--- config.mk ---
export PLATFORM = sky130hd
export DESIGN_NAME = port_b_ctrl
export DESIGN_NICKNAME = d
export VERILOG_FILES = /design/src/rtl/pic16_pkg.sv /design/src/rtl/port_b_sync.sv /design/src/rtl/port_b_ctrl.sv
export SDC_FILE = /design/constraint.sdc
export NUM_CORES = 1
export LEC_CHECK = 0
export ABC_AREA = 1
export BUFFER_PORTS_ARGS = -buffer_cell sky130_fd_sc_hd__buf_2
export CAP_MARGIN = 25
export CORE_MARGIN = 5
export CORE_UTILIZATION = 50
export DETAILED_ROUTE_END_ITERATION = 8
export PLACE_DENSITY = 0.78
export SYNTH_ARGS = -nofsm -noshare
export SYNTH_HDL_FRONTEND = slang
export SYNTH_SLANG_ARGS = --single-unit
--- constraint.sdc ---
create_clock -name clk -period 1.35 [get_ports clk]
set_clock_uncertainty 0.1 [all_clocks]
set_input_delay 0.135 -clock clk [delete_from_list [all_inputs] [get_ports clk]]
set_output_delay 0.135 -clock clk [all_outputs]
set_load 0.005 [all_outputs]
--- src/rtl/pic16_pkg.sv ---
// Purpose : shared constants and the register-select decode for the PORTB block.
// Latency : n/a (package, no logic).
// Backpressure: n/a.
// Contents: file addresses of PORTB/TRISB, their reset values, and addr_decode().
package pic16_pkg;

    localparam logic [7:0] ADDR_PORTB = 8'h06;
    localparam logic [7:0] ADDR_TRISB = 8'h86;
    localparam logic [7:0] TRISB_RST  = 8'hFF;
    localparam logic [7:0] PORTB_RST  = 8'h00;

    // Number of clock edges after reset release before the synchronizer and
    // the RB0 history flop all hold real pad samples.
    localparam logic [1:0] SYNC_FILL  = 2'd3;

    typedef enum logic [1:0] {
        SEL_NONE  = 2'd0,
        SEL_PORTB = 2'd1,
        SEL_TRISB = 2'd2
    } reg_sel_e;

    function automatic reg_sel_e addr_decode(input logic [7:0] addr);
        reg_sel_e sel;
        sel = SEL_NONE;
        if (addr == ADDR_PORTB) sel = SEL_PORTB;
        if (addr == ADDR_TRISB) sel = SEL_TRISB;
        return sel;
    endfunction

endpackage

--- src/rtl/port_b_sync.sv ---
// Purpose : two-flop synchronizer for the RB7..RB0 pads plus a previous-sample flop for RB0.
// Latency : sync_o follows pin_i after 2 clk edges; rb0_prev_o lags sync_o[0] by 1 edge.
// Backpressure: none, free-running every cycle.
// Ports   : clk, rst_n (sync, active-low), pin_i[7:0] async pads,
//           sync_o[7:0] synchronized pads, rb0_prev_o previous sync_o[0].
module port_b_sync (
    input  logic       clk,
    input  logic       rst_n,
    input  logic [7:0] pin_i,
    output logic [7:0] sync_o,
    output logic       rb0_prev_o
);

    logic [7:0] meta_q;
    logic [7:0] sync_q;
    logic       prev_q;

    always_ff @(posedge clk) begin
        if (!rst_n) begin
            meta_q <= 8'h00;
            sync_q <= 8'h00;
            prev_q <= 1'b0;
        end else begin
            meta_q <= pin_i;
            sync_q <= meta_q;
            prev_q <= sync_q[0];
        end
    end

    assign sync_o     = sync_q;
    assign rb0_prev_o = prev_q;

endmodule

--- src/rtl/port_b_ctrl.sv ---
// Purpose : PORTB/TRISB register pair with pad drive, RB0 edge interrupt and RB7:RB4 change interrupt.
// Latency : writes visible on pin_out/pin_oe 1 cycle later; rd_data 1 cycle after rd_en; pad to flag 3 cycles.
// Backpressure: none, every strobe is accepted in the cycle it is presented.
// Ports   : clk, rst_n (sync, active-low), wr_en/rd_en/addr/wr_data/rd_data register access,
//           pin_in/pin_out/pin_oe pads, intedg edge select, intf/rbif sticky flags with
//           intf_clr/rbif_clr clear strobes.
// Config  : define PORTB_CHANGE_INT_EN to build the RB7:RB4 change snapshot and rbif;
//           otherwise rbif is tied low and rbif_clr is ignored.
module port_b_ctrl
    import pic16_pkg::*;
(
    input  logic       clk,
    input  logic       rst_n,
    input  logic       wr_en,
    input  logic       rd_en,
    input  logic [7:0] addr,
    input  logic [7:0] wr_data,
    output logic [7:0] rd_data,
    input  logic [7:0] pin_in,
    output logic [7:0] pin_out,
    output logic [7:0] pin_oe,
    input  logic       intedg,
    input  logic       intf_clr,
    input  logic       rbif_clr,
    output logic       intf,
    output logic       rbif
);

    logic [7:0] sync_pin;
    logic       rb0_prev;

    port_b_sync u_sync (
        .clk        (clk),
        .rst_n      (rst_n),
        .pin_i      (pin_in),
        .sync_o     (sync_pin),
        .rb0_prev_o (rb0_prev)
    );

    reg_sel_e   sel;
    logic [7:0] latch_q, latch_d;
    logic [7:0] tris_q, tris_d;
    logic [7:0] rd_data_q, rd_data_d;
    logic       intf_q, intf_d;
    logic [1:0] fill_q, fill_d;
    logic       armed;
    logic       int_hit;

    assign sel = addr_decode(addr);

    // Flags are held off until the synchronizer and RB0 history contain real
    // pad samples, so the 0 -> pad transition during fill is never seen as a change.
    assign armed = (fill_q == SYNC_FILL);

    // Only consecutive synchronized RB0 samples are compared, so flipping
    // intedg with a steady pad cannot produce a hit.
    assign int_hit = armed && (intedg ? ( sync_pin[0] & ~rb0_prev)
                                      : (~sync_pin[0] &  rb0_prev));

    always_comb begin
        latch_d   = latch_q;
        tris_d    = tris_q;
        rd_data_d = rd_data_q;
        fill_d    = armed ? fill_q : fill_q + 2'd1;

        if (wr_en && (sel == SEL_PORTB)) latch_d = wr_data;
        if (wr_en && (sel == SEL_TRISB)) tris_d  = wr_data;

        // Read uses the registered (pre-write) values, so a coincident write
        // to the same address returns the old contents.
        if (rd_en) begin
            case (sel)
                SEL_PORTB: rd_data_d = (sync_pin & tris_q) | (latch_q & ~tris_q);
                SEL_TRISB: rd_data_d = tris_q;
                default:   rd_data_d = 8'h00;
            endcase
        end

        // Set has priority over a coincident clear.
        intf_d = int_hit | (intf_q & ~intf_clr);
    end

    always_ff @(posedge clk) begin
        if (!rst_n) begin
            latch_q   <= PORTB_RST;
            tris_q    <= TRISB_RST;
            rd_data_q <= 8'h00;
            intf_q    <= 1'b0;
            fill_q    <= 2'd0;
        end else begin
            latch_q   <= latch_d;
            tris_q    <= tris_d;
            rd_data_q <= rd_data_d;
            intf_q    <= intf_d;
            fill_q    <= fill_d;
        end
    end

`ifdef PORTB_CHANGE_INT_EN
    logic [3:0] snap_q, snap_d;
    logic       rbif_q, rbif_d;
    logic       rb_chg;

    // Output-mode bits are masked out so driving the latch never sets rbif.
    assign rb_chg = armed && (|((sync_pin[7:4] ^ snap_q) & tris_q[7:4]));

    always_comb begin
        snap_d = snap_q;
        if (rd_en && (sel == SEL_PORTB)) snap_d = sync_pin[7:4];
        rbif_d = rb_chg | (rbif_q & ~rbif_clr);
    end

    always_ff @(posedge clk) begin
        if (!rst_n) begin
            snap_q <= 4'h0;
            rbif_q <= 1'b0;
        end else begin
            snap_q <= snap_d;
            rbif_q <= rbif_d;
        end
    end

    assign rbif = rbif_q;
`else
    logic unused_rbif_clr;
    assign unused_rbif_clr = rbif_clr;
    assign rbif            = 1'b0;
`endif

    assign pin_out = latch_q;
    assign pin_oe  = ~tris_q;
    assign rd_data = rd_data_q;
    assign intf    = intf_q;

endmodule

=== Word level (Yosys, flattened, before mapping) ===
Index checks and enable logic that the tools add are counted.

* Memory bits (writable): 0
* Input bits: 31
* Bits in registers: 44
* Bits in latches: 0
* Output and inout port bits: 26
* Memories: 0
* Bits in read-only memories: 0
* Word-level logic and storage cells: 32

* Reductions and logical operators: 3
* Bitwise operators: 11
* Equal/unequal tests: 5
* $mul: 0
* Shift-type cells: 0
* Muxes and demuxes: 4
* Order comparisons: 0
* Divide/modulo/power cells: 0
* $add $sub $neg: 1

{| class="wikitable"
|+ Operators with widths
! kind !! number
|-
| $and A8 B8 Y8 || 2
|-
| $pmux W8 S2 || 1
|-
| $eq A8 B3 Y1 const B || 1
|-
| $eq A8 B8 Y1 const B || 1
|-
| $not A8 Y8 || 1
|-
| $or A8 B8 Y8 || 1
|-
| $eq A2 B2 Y1 const B || 2
|-
| $and A1 B1 Y1 || 3
|-
| $logic_and A1 B1 Y1 || 3
|-
| $not A1 Y1 || 3
|-
| $add A2 B1 Y2 const B || 1
|-
| $eq A2 B1 Y1 const B || 1
|-
| $mux W1 || 2
|-
| $mux W2 || 1
|-
| $or A1 B1 Y1 || 1
|}

=== Depth between registers and ports, before layout ===
Gate-level depths: netlist (run 1).

* Word-level depth: 5
* Gate-level depth with buffers: 8
* Mapped depth without buffers: 7

=== By module ===
A second synthesis (run 1) with hierarchy kept.

* Cells, all modules: 278
* Area, all modules: 1,930.6 µm²

{| class="wikitable"
|+ By module, submodules not included
! module !! area each (µm²) !! times used !! cells each !! seq. area each (µm²)
|-
| port_b_ctrl || 1,433.9 || 1 || 225 || 540.5
|-
| port_b_sync || 496.7 || 1 || 53 || 340.3
|}

=== Worst setup path after synthesis (run 1) ===
No wires, ideal clock.

* Kind: reg2reg
* From: register fill_q[0]
* To: register intf_q, in the netlist intf
* Buffers on the path: 0
* Data arrival time: 0.837 ns
* Data required time: 1.180 ns
* Setup slack: 0.343 ns
* Clock period less this slack: 1.007 ns
* Cell stages (with the launch flop): 6
* Setup time: 0.070 ns
* Cell sequence: dfxtp_1 ha_1 inv_1 a21oi_1 o21ai_0 a21oi_1

* Word-level cells in the longest chain between the ends: 3

{| class="wikitable"
|+ RTL lines
! what !! line !! text
|-
| from (decl) || port_b_ctrl.sv:45 || <nowiki>logic [1:0] fill_q, fill_d;</nowiki>
|-
| from (signal assigned) || port_b_ctrl.sv:95 || <nowiki>fill_q <= fill_d;</nowiki>
|-
| $eq A2 B2 Y1 || port_b_ctrl.sv:53 || <nowiki>assign armed = (fill_q == SYNC_FILL);</nowiki>
|-
| $logic_and A1 B1 Y1 || port_b_ctrl.sv:57 || <nowiki>assign int_hit = armed && (intedg ? ( sync_pin[0] & ~rb0_prev)</nowiki>
|-
| $or A1 B1 Y1 || port_b_ctrl.sv:80 || <nowiki>intf_d = int_hit | (intf_q & ~intf_clr);</nowiki>
|-
| to (signal assigned) || port_b_ctrl.sv:94 || <nowiki>intf_q <= intf_d;</nowiki>
|-
| to (decl) || port_b_ctrl.sv:44 || <nowiki>logic intf_q, intf_d;</nowiki>
|}

No other way between the ends.
A chain may end at the register's enable or synchronous reset.

=== Final worst setup path (run 1) ===
* From: register tris_q[3]
* To: output pin_oe[3]

* Word-level cells in the longest chain between the ends: 1

{| class="wikitable"
|+ RTL lines
! what !! line !! text
|-
| from (decl) || port_b_ctrl.sv:42 || <nowiki>logic [7:0] tris_q, tris_d;</nowiki>
|-
| from (signal assigned) || port_b_ctrl.sv:92 || <nowiki>tris_q <= tris_d;</nowiki>
|-
| $not A8 Y8 || port_b_ctrl.sv:131 || <nowiki>assign pin_oe = ~tris_q;</nowiki>
|-
| to (decl) || port_b_ctrl.sv:21 || <nowiki>output logic [7:0] pin_oe,</nowiki>
|}

No other way between the ends.

==> impl_metrics.json, run 1 <==
{
  "outcome": "completed",
  "antenna_found_initial": 0,
  "track_usage_pct": 17.3,
  "tns_ns": 0,
  "syn_avg_cell_area_um2": 6.87,
  "path_clk_slew_ns": 0.08,
  "nFillCells": 325,
  "die-area_mm2": 0.00515,
  "worstSetupEndpointType": "output port",
  "postCtsSetupBuffers": 0,
  "io_buffers": 54,
  "hold_path.class": "in -> reg",
  "ys_ff_latch": 44,
  "grt_pass1_vias": 1649,
  "coreArea_mm2": 0.00369,
  "cellLeakagePower_nw": 1.52,
  "grt_max_degree": 20,
  "overflow": 0,
  "io_pins": 57,
  "post-route-min-period_ns": 1.13,
  "clock_path_buffers": 2,
  "crit_chain": "inv_1, buf_2",
  "synth_cells": 278,
  "vias_per_cell": 4.50,
  "htreeDepth": 2,
  "rr_endpoint": "intf",
  "slew_violations": 0,
  "area_growth_pct": 30.9,
  "yosysSeqAreaShare_pct": 46.1,
  "tritoncts": "done",
  "multi_input_area_um2": 776,
  "hold_violations": 0,
  "wl_um": 4160,
  "initial_core_util_pct": 51.8,
  "cap_violations": 0,
  "drc": 0,
  "die_w_um": 71.8,
  "wl_per_cell_um": 10.4,
  "seqCellArea_um2": 881,
  "synth_area_mm2": 0.00191,
  "min_path_cells": 3,
  "min_from": "rst_n",
  "cts.repair.resized": 0,
  "drive_gt1_share_pct": 22.1,
  "drt-initial-drc-count": 91,
  "arrival_ns": 0.90,
  "synth.distinct_cells": 22,
  "r2r-start": "fill_q[0]",
  "required_ns": 1.12,
  "cp-start-kind": "flop",
  "die_h_um": 71.8,
  "cts_buffers": 5,
  "holdPathEnd": "u_sync.sync_o[0]",
  "yosys_warnings": 0,
  "ff2ff_path_depth": 5,
  "dp_hpwl_um": 3030,
  "clock_tree.root_cell": "clkbuf_8",
  "final_antenna_net_count": 0,
  "slowest_delay_ns": 0.39,
  "critPathKind": "reg -> out",
  "placed_area_mm2": 0.00224,
  "setup_violations": 0,
  "grt_pass1_wl_um": 7030,
  "vdd_drop_max_mv": 0.622,
  "clk_latency_ns": 0.30,
  "syn_nets": 310,
  "rows": 22,
  "finish.instance_area_mm2": 0.00250,
  "cts_sinks": 44,
  "crit_fanout": 4,
  "critPathSlowestCell": "dfxtp_1",
  "cp_top_family": "flip-flops",
  "rsz0062_at_grt": "false",
  "power_density_mw_per_mm2": 1000,
  "ctsHoldBuffers": 17,
  "drt_first_pass_iters": 4,
  "critPathBufInv": 2,
  "vias": 1803,
  "fmax_mhz": 882,
  "crit_cells": 2,
  "timing.reg2reg.setup_slack_ns": 0.23,
  "nNetsFinal": 384,
  "n_antenna_cell": 0,
  "fin_crit_sh_pct": 84.0,
  "gp_congestion": 0.785
}
## kinds of logic after synthesis
kind of cell	after synthesis	share of synthesized area [%]
AND/OR/NAND/NOR	165	38.3
buffers and inverters	62	13.2
flip-flops	44	46.1
AO/OA/AOI/OAI	4	1.05
XOR/XNOR	1	0.459
adder cells (fa/ha/maj)	1	0.655
other	1	0.196
## worst register-to-register path, stage by stage (launching register included)
cell,delay [ns]
dfxtp_1,0.35
ha_1,0.20
inv_1,0.07
a21oi_1,0.10
o21ai_0,0.11
a21oi_1,0.12
## Yosys cell counts
cell	n	area, um2
buf_4	2	15.0
nor2_4	1	11.3
nand2_2	3	18.8
nor2_2	1	6.26
buf_6	1	11.3
nor2_8	1	20.0
nand3_4	1	17.5
buf_1	1	3.75
inv_2	4	15.0
nand2_1	77	289
nand3_1	41	205
dfxtp_1	44	881
nor2_1	39	146
nor3_4	1	16.3
xor2_1	1	8.76
ha_1	1	12.5
inv_1	49	184
o21ai_0	2	10.0
buf_2	4	20.0
clkbuf_1	1	3.75
conb_1	1	3.75
a21oi_1	2	10.0
## layer usage
metal  global-route usage [%]  routed length, um
met5                        0                  0
met4                     4.38                 30
met3                     6.03                348
met2                     29.2               2000
met1                     21.1               1780
## report_power, final
group	switching, W	internal (W)
combinational	0.000147	0.000139
clock	0.000428	0.000416
sequential	0.0000229	0.00135
total	0.000598	0.00191
## flip-flops by register name, indices dropped and copies added (netlist names)
name               count
u_sync.rb0_prev_o      1
tris_q                 8
fill_q                 2
u_sync.meta_q          8
u_sync.sync_o          8
rd_data                8
pin_out                8
intf                   1
## layout by cell type (no fill, tap or decap), drive strengths merged
master       count
clkbuf           7
o21ai            2
nor2            42
nor3             1
dlygate4sd3     17
a21oi            2
ha               1
buf             59
inv             53
nand3           42
xor2             1
nand2           80
dfxtp           44
clkinvlp         1
conb             1
## cell type report
type                    count  area share [%]
clock buffers               7            3.45
clock inverters             1           0.300
inverters                  53            7.96
multi-input cells         172            31.0
flip-flops and latches     44            35.2
well taps                  48            2.40
repair buffers             76            19.6
## through the flow
step | worst slack, ns | std cells | hold WS (ns) | utilization, % | power [W]
5_1_grt | 0.125 | 401 | 0.114 | 67.8 | 0.00265
3_5_place_dp | 0.0549 | 376 | 0.221 | 60.6 | 0.00165
2_1_floorplan | 0.343 | 278 | 0.133 | - | 0.00156
6_report | 0.216 | 401 | 0.115 | 67.8 | 0.00250
3_3_place_gp | 0.0834 | 376 | 0.214 | 60.6 | 0.00164
4_1_cts | 0.202 | 401 | 0.109 | 67.8 | 0.00254
## worst max path at each step
| stage | start | endpoint | slack (ns) |
|---|---|---|---|
| after floorplan | fill_q[0] | intf | 0.34 |
| after detailed placement | addr[5] | pin_out[4] | 0.05 |
| after global placement | addr[0] | pin_out[4] | 0.08 |
| after global routing | tris_q[3] | pin_oe[3] | 0.12 |
| after CTS | tris_q[2] | pin_oe[2] | 0.20 |
| final | tris_q[3] | pin_oe[3] | 0.22 |
Note: power is estimated with default switching activity, not from simulation.
==> run 2: changes to the inputs <==
==> constraint.sdc (replaced) <==
create_clock -name clk -period 1.1 [get_ports clk]
set_clock_uncertainty 0.1 [all_clocks]
set_input_delay 0.11 -clock clk [delete_from_list [all_inputs] [get_ports clk]]
set_output_delay 0.11 -clock clk [all_outputs]
set_load 0.005 [all_outputs]
==> run 2 against run 1 <==
Register-to-register slack worse by 0.18 ns. Global-route usage decreased by 0.17 points. Total power rose by 19%. Highest routed layer unchanged. Via count is 0.50% higher. Sequential power grew 23%.
==> impl_metrics.json, run 2 (synthesis results as in run 1) <==
{
  "htreeDepth": 2,
  "seqCellArea_um2": 896,
  "drc": 0,
  "cp-startpoint": "fill_q[0]",
  "coreArea_mm2": 0.00369,
  "ff2ff_path_depth": 5,
  "nNetsFinal": 388,
  "crit_top_cell": "a21oi_1",
  "dr_wl_met2_um": 1870,
  "rows": 22,
  "total_power_w": 0.00298,
  "tritoncts": "done",
  "crit_fanout": 3,
  "pwr-share-seq_pct": 56.7,
  "gp_congestion": 0.847,
  "setup_slack_ns": 0.0532,
  "die-area_mm2": 0.00515,
  "grt_pass1_vias": 1641,
  "arrival_ns": 1.18,
  "route.top_layer_used": "met4",
  "slowest_delay_ns": 0.34,
  "wl_per_cell_um": 10.1,
  "vias": 1812,
  "wirelength_met1_um": 1830,
  "finish.instance_area_mm2": 0.00255,
  "pwr-share-comb_pct": 12.0,
  "grt_pass1_wl_um": 7040,
  "required_ns": 1.23,
  "drive_gt1_share_pct": 25.8,
  "io_pins": 57,
  "dp_hpwl_um": 2940,
  "antenna_found_initial": 0,
  "setup_violations": 0,
  "worstSetupEndpointType": "flop",
  "r2r-start": "fill_q[0]",
  "clk_latency_ns": 0.29,
  "fin_crit_sh_pct": 95.2,
  "rr_endpoint": "intf",
  "layout_commonest_cell": "nand2_1",
  "cap_violations": 0,
  "wl_um": 4090,
  "die_w_um": 71.8,
  "cp-endpoint": "intf",
  "clock_path_buffers": 2,
  "power.switching_w": 0.000710,
  "placed_area_mm2": 0.00227,
  "cp-start-kind": "flop",
  "grt_max_degree": 33,
  "rsz0062_at_grt": "false",
  "track_usage_pct": 17.2,
  "outcome": "completed",
  "vdd_drop_max_mv": 0.745,
  "nFillCells": 323,
  "pwr-share-clk_pct": 31.3,
  "drt-initial-drc-count": 105,
  "area_growth_pct": 33.4,
  "intPower_w": 0.00227,
  "cts_sinks": 44,
  "n_antenna_cell": 0,
  "initial_core_util_pct": 51.8,
  "hold_path.class": "in -> reg",
  "drt_first_pass_iters": 4,
  "slew_violations": 0,
  "critPathKind": "reg -> reg",
  "io_buffers": 54,
  "overflow": 0,
  "timing.reg2reg.setup_slack_ns": 0.05,
  "dpl_worst_slack_ns": -0.0604,
  "clock_tree.root_cell": "clkbuf_8",
  "swShare_pct": 23.8,
  "cts_buffers": 5,
  "power_density_mw_per_mm2": 1170,
  "path_clk_slew_ns": 0.08,
  "multi_input_area_um2": 778,
  "wl_met3_um": 351,
  "cellLeakagePower_nw": 1.53,
  "tns_ns": 0,
  "final_cell_mix": "nand2_1 (77), buf_2 (54), inv_1 (48), nand3_1 (41), nor2_1 (39)",
  "die_h_um": 71.8,
  "final_antenna_net_count": 0,
  "post-route-min-period_ns": 1.05,
  "vias_per_cell": 4.49,
  "critPathSlowestCell": "dfxtp_2",
  "crit_chain": "ha_2, inv_1, a21oi_1, o21ai_1, a21oi_1",
  "fmax_mhz": 955,
  "hold_violations": 0
}
==> run 2: through the flow <==
step	hold WS (ns)	cells	utilization, %
5_1_grt	0.125	404	69.0
3_5_place_dp	0.196	379	61.6
3_3_place_gp	0.189	379	61.6
2_1_floorplan	0.108	278	-
6_report	0.0849	404	69.0
4_1_cts	0.112	404	68.7
==> run 2: power groups by stage <==
| stage | clock network, W | logic (W) | registers (W) |
|---|---|---|---|
| 2_1_floorplan | 0 | 0.000194 | 0.00172 |
| 3_3_place_gp | 0 | 0.000300 | 0.00172 |
| 3_5_place_dp | 0 | 0.000309 | 0.00172 |
| 4_1_cts | 0.000961 | 0.000359 | 0.00169 |
| 5_1_grt | 0.00103 | 0.000414 | 0.00170 |
| 6_report | 0.000934 | 0.000357 | 0.00169 |
==> run 2: layout make-up <==
class,count,area share [%]
Clock buffer,6,2.85
Clock inverter,1,0.197
Inverter,53,7.81
Multi-Input combinational cell,172,30.6
Sequential cell,44,35.2
Tap cell,48,2.36
Timing Repair Buffer,80,21.0
==> run 2: how the worst min path moves through the flow <==
stage	startpoint	depth (start not counted)	slack [ns]	end
after floorplan	pin_in[0]	2	0.11	u_sync.meta_q[0]
after global placement	pin_in[5]	3	0.19	u_sync.meta_q[5]
after detailed placement	pin_in[7]	3	0.20	u_sync.meta_q[7]
after CTS	intedg	5	0.11	intf
after global routing	intedg	4	0.13	intf
final	intedg	4	0.08	intf
==> run 2: routing by layer <==
| layer | GRT usage, % | vias to the layer above |
|---|---|---|
| met5 | 0 | - |
| met4 | 5.64 | 0 |
| met3 | 5.47 | 4 |
| met2 | 27.7 | 61 |
| met1 | 21.7 | 769 |
| li1 | - | 978 |
==> run 2: timing repair <==
item / 4_1_cts / 5_1_grt
buffers inserted: 0 / 0
resized for setup: 3 / 11
hold endpoints to repair: 18 / 0
cloned: 0 / 0
hold buffers: 18 / 0
endpoints found under the setup margin: 2 / 15
==> run 2: critical path: cells and delay by family, from the launching register on <==
| family | cells | cell delay [ns] |
|---|---|---|
| compound gates | 3 | 0.29 |
| fa+ha+maj | 1 | 0.19 |
| buf+inv | 1 | 0.06 |
| flops | 1 | 0.34 |
==> run 3: changes to the inputs <==
--- a/config.mk
+++ b/config.mk
@@ -11,7 +11,7 @@
 export CORE_MARGIN = 5
 export CORE_UTILIZATION = 50
 export DETAILED_ROUTE_END_ITERATION = 8
-export PLACE_DENSITY = 0.78
+export PLACE_DENSITY_LB_ADDON = 0.3
 export SYNTH_ARGS = -nofsm -noshare
 export SYNTH_HDL_FRONTEND = slang
 export SYNTH_SLANG_ARGS = --single-unit
==> constraint.sdc (replaced) <==
create_clock -name clk -period 1 [get_ports clk]
set_clock_uncertainty 0.1 [all_clocks]
set_input_delay 0.1 -clock clk [delete_from_list [all_inputs] [get_ports clk]]
set_output_delay 0.1 -clock clk [all_outputs]
set_load 0.005 [all_outputs]
==> run 3 against run 2 <==
The flow now finishes with violations (negative setup slack). Global-route usage increased by 3.5 points. Via count rose by 11%. Worst hold slack worse by 0.016 ns. Non-clock buffer count is 22 higher. Sequential power up 11%. First-iteration DRC count grew 44%. Sequential share of layout area shrank 4.1 points. Combinational power is 39% higher. Total power grew 18%.
==> impl_metrics.json, run 3 (synthesis results as in run 1) <==
{
  "fmax_mhz": 910,
  "required_ns": 0.80,
  "slew_violations": 0,
  "clk_latency_ns": 0.30,
  "cellLeakagePower_nw": 1.65,
  "wl_per_cell_um": 12.4,
  "grt_max_degree": 34,
  "pwr-share-seq_pct": 53.2,
  "post-route-min-period_ns": 1.10,
  "seqCellArea_um2": 907,
  "intPower_w": 0.00265,
  "grt_pass1_wl_um": 8400,
  "die_h_um": 71.8,
  "critPathBufInv": 3,
  "final_antenna_net_count": 0,
  "area_growth_pct": 52.6,
  "rsz0062_at_grt": "true",
  "dpl_worst_slack_ns": -0.146,
  "cap_violations": 0,
  "nNetsFinal": 410,
  "clock_path_buffers": 2,
  "slowest_delay_ns": 0.35,
  "violations": "negative setup slack",
  "hold_violations": 0,
  "nFillCells": 259,
  "io_buffers": 54,
  "power.switching_w": 0.000871,
  "io_pins": 57,
  "drc": 0,
  "cp_top_family": "flip-flops",
  "path_clk_slew_ns": 0.08,
  "initial_core_util_pct": 51.8,
  "critPathSlowestCell": "dfxtp_2",
  "cts_sinks": 44,
  "cts_buffers": 5,
  "die_w_um": 71.8,
  "drt_first_pass_iters": 4,
  "clock_tree.root_cell": "clkbuf_8",
  "finish.utilization_pct": 79.0,
  "antenna_found_initial": 0,
  "setup_violations": 12,
  "die-area_mm2": 0.00515,
  "drive_gt1_share_pct": 42.2,
  "rows": 22,
  "total_power_w": 0.00352,
  "final_cell_mix": "nand2_1 (61), buf_2 (46), inv_1 (40), nor2_1 (39), nand3_1 (31)",
  "power_density_mw_per_mm2": 1210,
  "swShare_pct": 24.8,
  "arrival_ns": 0.90,
  "overflow": 0,
  "multi_input_area_um2": 886,
  "dp.cells": 390,
  "grt_pass1_vias": 1900,
  "pwr-share-comb_pct": 14.1,
  "gp_congestion": 0.817,
  "cp-start-kind": "flop",
  "layoutNonFillerInstCount": 427,
  "fin_crit_sh_pct": 110,
  "tritoncts": "done",
  "crit_chain": "inv_2, buf_6, buf_6",
  "coreArea_mm2": 0.00369,
  "htreeDepth": 2,
  "critPathKind": "reg -> out",
  "wl_um": 5300,
  "crit_fanout": 2,
  "vias": 2004,
  "worstSetupEndpointType": "output port",
  "outcome": "finished with violations",
  "vdd_drop_max_mv": 0.707,
  "vias_per_cell": 4.69,
  "hold_path.class": "in -> reg",
  "crit_top_cell": "buf_6",
  "drt-initial-drc-count": 151,
  "setup_slack_ns": -0.0986,
  "pwr-share-clk_pct": 32.7,
  "dp_hpwl_um": 3180,
  "layout_commonest_cell": "nand2_1",
  "n_antenna_cell": 0,
  "track_usage_pct": 20.7
}
-- run 3: layout make-up --
class | instances | share of cell area [%]
Timing Repair Buffer | 102 | 26.4
Tap cell | 48 | 2.06
Clock buffer | 7 | 2.96
Multi-Input combinational cell | 172 | 30.4
Clock inverter | 1 | 0.258
Sequential cell | 44 | 31.1
Inverter | 53 | 6.83
-- run 3: per-layer routing --
layer / wire (um) / global-route usage (%)
met5: 0 / 0
met3: 371 / 5.19
met2: 2760 / 36.7
met4: 114 / 8.98
met1: 2060 / 23.3
-- run 3: worst paths after layout --
| kind | from | endpoint | slack, ns | cells past startpoint |
|---|---|---|---|---|
| hold reg to reg | u_sync.meta_q[0] | u_sync.sync_o[0] | 0.31 | 2 |
| setup / recovery | tris_q[2] | pin_oe[2] | -0.1 | 3 |
| setup reg to reg | tris_q[4] | rd_data[4] | -0.07 | 8 |
| hold / removal | wr_en | pin_out[7] | 0.07 | 4 |
-- run 3: tightest hold or removal path, cell delays in order --
cell and delay (ns):
buf_2 0.15, nand3_1 0.09, nand2_1 0.06, nor2_1 0.03
-- run 3: power groups by stage --
stage / logic, W / clock network (W) / registers (W)
floorplan: 0.000215 / 0 / 0.00189
finish: 0.000495 / 0.00115 / 0.00187
detailed placement: 0.000353 / 0 / 0.00190
global placement: 0.000338 / 0 / 0.00190
CTS: 0.000448 / 0.00117 / 0.00187
global route: 0.000566 / 0.00124 / 0.00188
-- run 3: what timing repair did --
item,4_1_cts,5_1_grt
setup buffers,11,1
endpoints found under the setup margin,15,27
pin swaps,7,25
gates resized for setup,37,39
hold buffers,18,0
hold endpoints to repair,18,0
-- run 3: metrics by stage --
step	cell area (um2)	hold slack (ns)	setup TNS, ns
6_report	2910	0.0686	-0.554
5_1_grt	2910	0.0920	-1.28
4_1_cts	2790	0.0671	-0.428
3_5_place_dp	2340	0.183	-2.85
3_3_place_gp	2340	0.181	-2.13
2_1_floorplan	1910	0.0976	0
